`src/rtl/hyper_mvblck_sched.sv`:
```
// hyper_mvblck_sched: round-robin arbiter sharing one DRAM-to-LSAB block mover among four LSAB sections
module hyper_mvblck_sched #(
  parameter logic [5:0] WATCHDOG = 6'd63
) (
  input  logic        CLK,
  input  logic        RST,
  input  logic [3:0]  REQ,
  input  logic [47:0] REQ_ADDRESS,
  input  logic [19:0] REQ_COUNT,
  output logic [3:0]  GRANT,
  output logic [3:0]  DONE,
  output logic [4:0]  DONE_COUNT,
  output logic        TIMEOUT,
  output logic        BUSY,
  output logic [11:0] MV_START_ADDRESS,
  output logic [4:0]  MV_COUNT_REQ,
  output logic [1:0]  MV_SECTION,
  output logic        MV_ISSUE,
  input  logic [4:0]  MV_COUNT_SENT,
  input  logic        MV_WORKING
);
  typedef enum logic [1:0] {S_IDLE, S_WAIT_START, S_WAIT_END, S_DONE} state_t;
  state_t state, nxt;
  logic [1:0] last, sel;
  logic [5:0] wd, wd_inc;
  logic [4:0] cnt, sel_cnt;
  logic [11:0] sel_addr;
  logic take, fire, to;
  // first requesting section after last, wrapping; last itself has lowest priority
  always_comb begin
    sel = last;
    for (int i = 4; i >= 1; i--) if (REQ[last + 2'(i)]) sel = last + 2'(i);
    sel_addr = REQ_ADDRESS[12*sel +: 12];
    sel_cnt = REQ_COUNT[5*sel +: 5];
    wd_inc = (wd == WATCHDOG) ? wd : wd + 6'd1;
  end
  // next state; fire marks the edge that launches the DONE pulse
  always_comb begin
    nxt = state;
    take = 1'b0;
    fire = 1'b0;
    to = 1'b0;
    case (state)
      S_IDLE: if (|REQ) begin
        take = 1'b1;
        nxt = (sel_cnt != 5'd0) ? S_WAIT_START : S_DONE;
      end
      S_WAIT_START: if (MV_WORKING) nxt = S_WAIT_END;
        else if (wd_inc == WATCHDOG) begin
          to = 1'b1;
          fire = 1'b1;
          nxt = S_DONE;
        end
      S_WAIT_END: if (!MV_WORKING) begin
        fire = 1'b1;
        nxt = S_DONE;
      end
      default: begin
        fire = (DONE == 4'd0);
        nxt = (DONE == 4'd0) ? S_DONE : S_IDLE;
      end
    endcase
  end
  // state register
  always_ff @(posedge CLK or negedge RST)
    if (!RST) state <= S_IDLE;
    else state <= nxt;
  // registered outputs, pointer, watchdog and count register
  always_ff @(posedge CLK or negedge RST)
    if (!RST) begin
      last <= 2'd3;
      wd <= 6'd0;
      cnt <= 5'd0;
      GRANT <= 4'd0;
      DONE <= 4'd0;
      DONE_COUNT <= 5'd0;
      TIMEOUT <= 1'b0;
      BUSY <= 1'b0;
      MV_START_ADDRESS <= 12'd0;
      MV_COUNT_REQ <= 5'd0;
      MV_SECTION <= 2'd0;
      MV_ISSUE <= 1'b0;
    end else begin
      wd <= (state == S_WAIT_START) ? wd_inc : 6'd0;
      DONE <= fire ? GRANT : 4'd0;
      DONE_COUNT <= (fire && !to) ? cnt : 5'd0;
      TIMEOUT <= to;
      BUSY <= nxt != S_IDLE;
      MV_ISSUE <= take && sel_cnt != 5'd0;
      if (take) begin
        GRANT <= 4'd1 << sel;
        MV_SECTION <= sel;
        MV_START_ADDRESS <= sel_addr;
        MV_COUNT_REQ <= sel_cnt;
        cnt <= sel_cnt;
      end
      if (state == S_WAIT_START && MV_WORKING) cnt <= MV_COUNT_SENT;
      if (to) cnt <= 5'd0;
      if (state == S_DONE && !fire) begin
        GRANT <= 4'd0;
        last <= MV_SECTION;
      end
    end
endmodule

```
`config.mk`:
```
export PLATFORM = sky130hd
export DESIGN_NAME = hyper_mvblck_sched
export DESIGN_NICKNAME = d
export VERILOG_FILES = /design/src/rtl/hyper_mvblck_sched.sv
export SDC_FILE = /design/constraint.sdc
export NUM_CORES = 1
export LEC_CHECK = 0
export CAP_MARGIN = 25
export CELL_PAD_IN_SITES_DETAIL_PLACEMENT = 1
export CELL_PAD_IN_SITES_GLOBAL_PLACEMENT = 2
export CORE_UTILIZATION = 27
export DETAILED_ROUTE_END_ITERATION = 12
export PLACE_DENSITY_LB_ADDON = 0.1
export SYNTH_ARGS = -nofsm -noshare
export SYNTH_HDL_FRONTEND = slang
export SYNTH_SLANG_ARGS = --single-unit
```
`constraint.sdc`:
```
create_clock -name CLK -period 3.2 [get_ports CLK]
set_input_delay 0.8 -clock CLK [delete_from_list [all_inputs] [get_ports CLK]]
set_output_delay 0.8 -clock CLK [all_outputs]
set_load 0.1 [all_outputs]
```
# == Yosys cells after proc, flatten, opt, wreduce, memory -nomap -nowiden ==
# Index checks and enable logic that the tools add are counted.
# totals
ff_bits,50
word_cells,75
out_inout_bits,35
inputBits,80
# op_classes
n_addsub,4
n_eq_ne,5
order_cmp,3
multipliers,2
reduce_logical,13
muxes,32
n_shift,3
# op_table
op,n
$shiftx 48x7->12,1
$mux 5,4
$shiftx 20x6->5,1
$mux 2,9
$eq 6x6->1 const B,2
$mux 4,3
$mux 6,2
$lt 2x3->1 const B,3
$mux 1,9
$add 6x1->6 const B,1
$bmux 1 s2,3
$pmux 2 s3,1
$mul 3x2->5 const A,1
$reduce_bool 5->1,1
$add 2x2->2 const B,2
$eq 2x2->1 const B,2
$logic_and 1x1->1,4
$logic_not 4->1,1
$mul 2x2->4 const A,1
$reduce_bool 2->1,2
$reduce_or 4->1,1
$shl 1x2->4 const A,1
$pmux 1 s3,1
$reduce_bool 3->1,1
4 further kinds,5

# == Logic depth before layout (Yosys ltp) ==
# depth
depth_word,13
mapped_depth,8
mapped_depth_nobuf,7

# == Worst setup path before layout ==
# OpenSTA, ideal clock, no wires.
# synth_path
path_kind,input port to flip-flop
start,input port REQ[2]
end,register state[1]
path_buffers,0
setup_ps,83
required_ps,3117
stages,4
arrival_ps,2527
slack_ps,589
cell_sequence,o311ai_2 mux4_2 or4_1 o22ai_1
# synth_between
elab_chain_len,11
word_cells_on_any_way,16
cone_classes,mul (1); shift (1); mux (12); reduce/logical (2)
# synth_lines
element,line_no,text
from (decl),7,"input logic [3:0] REQ,"
$bmux 1 s2,32,for (int i = 4; i >= 1; i--) if (REQ[last + 2'(i)]) sel = last + 2'(i);
$mux 1 (implied by the code),32,
$mux 2 (3 in series),32,
$mul 3x2->5,34,sel_cnt = REQ_COUNT[5*sel +: 5];
$shiftx 20x6->5,34,
$reduce_bool 5->1,46,nxt = (sel_cnt != 5'd0) ? S_WAIT_START : S_DONE;
$mux 2,46,
$mux 2 (*),44,S_IDLE: if (|REQ) begin
$pmux 2 s3 (*),43,case (state)
named net nxt[1],23,"state_t state, nxt;"
to (signal assigned),67,else state <= nxt;
to (decl),23,
# The timed path passes the listed nets; every way through them passes the cells marked *. The select of a mux whose other input is x is not followed.
# A chain may end at the register's enable or synchronous reset.

# == Worst setup path in the final report ==
# layout_path
start,input port REQ[3]
end,register state[1]
# The elaborated chain is that of the path after synthesis.

==> results.toml <==
[status]
status = "finished clean"

[power]
finalPower_mw = 4.21
ir_worst_vdd_mv = 0.517
p_per_area_mw_per_mm2 = 1050
p_leak_nw = 1.76

[layout]
final_cell_mix = "clkdlybuf4s50_1 (78), dfrtp_1 (48), buf_4 (42), nand2_1 (29), nor2_1 (27)"
ff_latch_area_mm2 = 0.00125
syn2layout_area_growth_pct = 50.9
multi_input_area_mm2 = 0.00135
diodes = 0
nets = 458
finish.utilization_pct = 42.7
drive_above_1_share_pct = 20.1
stdcell_count = 507
fill_cells = 1078
final_common_cell = "clkdlybuf4s50_1"
fin_area_mm2 = 0.00402

[die]
die_w_um = 101
die-area_mm2 = 0.0103
die_y_um = 101
core.rowCount = 35
start_util_pct = 28.3
core_mm2 = 0.00942
boundaryPins = 115

[sta]
slew_headroom_pct = 45.9
fin_skew_ns = 0.00600
slew_viol_final = 0
fin_crit_ns = 2.85
max_freq_ghz = 0.351
whs_ns = 0.490
finalSetupTns_ns = 0
rsz0062_at_grt = "no"
finalWorstSetupSlack_ns = 0.347
setup_violations = 0
worst_pin_slew_ns = 0.805
hold_violations = 0
timing.final.crit_share_pct = 89.2

[synthesis]
synth_top_area_share_pct = 45.1
synth_cells = 260
async_flop_share_pct = 100
yosys-top-cells-area = "dfrtp_1 (45%), mux2i_1 (9.8%), mux2_2 (5.9%), nand2_1 (4.1%), nor2_1 (3.8%)"
synth_edf_count = 0
yosysWarnings = 0
synth_cell_type_count = 49
synthFlopType = "dfrtp_1"
synth.cell_area_mm2 = 0.00266
ys_seq_elements = 50
synth_top_cell_by_area = "dfrtp_1"
synth_nets = 341
ys_seq_area_share_pct = 47.1
avgSynthCellArea_um2 = 10.2

[detailed_routing]
via_per_inst = 4.68
postRouteAntennaNets = 0
initialDrtViolationCount = 64
vias = 2373
drc = 0
wl_per_cell_um = 15.2
dr.pass1.iters = 4
routed_wl_um = 7720

[worst_setup_path]
crit_path_start = "REQ[3]"
required_ns = 3.43
cpPeakStageDelay_ns = 0.66
critPathMaxFanout = 5
crit_arrival_ns = 3.08
start_kind = "primary input"
crit_chain = "clkdlybuf4s50_1 > nand2_1 > nand3b_1 > o311ai_4 > mux4_1 > or4_1 > o22ai_1"
worstReg2RegStart = "last[1]$_DFFE_PN1P_"
slowest_stage = "mux4_1"
timing.critical_path.buf_inv = 1
endpoint_kind = "flop"
critPathKind = "in -> reg"
crit_family = "simple AND/OR/NAND/NOR gates"

[clocking]
cts_buffers = 5
post_cts_buffers = 0
clock_latency_ns = 0.31
h-tree-depth = 2
clkTransAtPathRegs_ns = 0.10
clock_sinks = 50
root_buffer = "clkbuf_8"
cts_tree = "done"
holdBufCountCts = 0
cts_max_path_buffers = 2
cts-resized-gates = 0

[global_routing]
grt_overflow = 0
grt_pass1_vias = 2610
grt_pass1_wl_um = 12600
grt_max_degree = 51
grt_use_total_pct = 15.9
antenna_found_initial = 0

[job]
drv_cap = 0

[placed_design]
port_buffers = 114
place_congestion = 0.743
hpwl_um = 6060
dpl_cell_area_mm2 = 0.00393
dpl.cell_count = 499
post-place-ws_ns = 0.0272

[hold_path]
min_from = "cnt[3]$_DFFE_PN0P_"
hold_class = "reg -> reg"
power breakdown:
part           internal, mW  switching, mW
combinational         0.826           1.95
sequential            0.887          0.168
clock                 0.154          0.224
total                  1.87           2.34
area by class of cell:
cell class	count	area share [%]
Inverter	6	0.561
Tap cell	129	4.02
Timing Repair Buffer	123	28.4
Clock inverter	3	0.529
Sequential cell	50	31.2
Clock buffer	5	1.71
Multi-Input combinational cell	191	33.6
kinds of logic after synthesis:
kind of cell / count (synthesis) / share of synthesized area [%]
simple gates: 95 / 17.4
flops: 50 / 47.1
compound gates: 49 / 12.1
mux: 44 / 19.4
buf+inv: 19 / 2.87
xor+xnor: 2 / 0.658
fa+ha+maj: 1 / 0.470
state kept, by name, indices dropped and copies added (netlist names):
register	flops
last	2
MV_SECTION	2
GRANT	4
DONE	4
BUSY	1
MV_COUNT_REQ	5
MV_START_ADDRESS	12
TIMEOUT	1
wd	6
DONE_COUNT	5
state	2
MV_ISSUE	1
cnt	5
cell usage after synthesis, types with 2 or more instances:
| cell type | instances |
|---|---|
| dfstp_2 | 2 |
| nor2_1 | 27 |
| mux2_2 | 14 |
| nand2_1 | 29 |
| o31ai_1 | 2 |
| nand2b_1 | 4 |
| a31oi_1 | 2 |
| nor3b_1 | 5 |
| o21ai_0 | 14 |
| o21a_1 | 4 |
| o41ai_1 | 4 |
| nor4_1 | 3 |
| a21oi_1 | 9 |
| mux2i_1 | 26 |
| clkbuf_1 | 8 |
| o21ai_1 | 2 |
| mux4_1 | 2 |
| nand3_1 | 6 |
| mux4_2 | 2 |
| inv_1 | 6 |
| buf_2 | 4 |
| nand3b_1 | 2 |
| and2_1 | 7 |
| dfrtp_1 | 48 |
| nor3_1 | 4 |
routing by layer:
metal  track usage (%)  routed length [µm]
met5                 0                   0
met4              3.79                  91
met3              4.76                 508
met2              29.5                4040
met1              17.7                3070
worst register-to-register path, delay by kind of cell (launching register included):
kind	cells	cell delay [ns]
compound gates	2	0.31
simple gates	3	1.00
mux	1	0.39
flops	1	0.63
worst paths after layout:
| check | to | slack, ns | cells after the start |
|---|---|---|---|
| hold reg to reg | DONE_COUNT[3]$_DFF_PN0_ | 0.49 | 1 |
| setup reg to reg | state[1]$_DFF_PN0_ | 0.80 | 6 |
| hold / removal | DONE_COUNT[3]$_DFF_PN0_ | 0.49 | 1 |
| max in group asynchronous | MV_COUNT_REQ[1]$_DFFE_PN0P_ | 2.17 | 2 |
| setup / recovery | state[1]$_DFF_PN0_ | 0.35 | 7 |
| min in group asynchronous | DONE[1]$_DFF_PN0_ | 0.61 | 2 |
(Power assumes the default switching activity.)
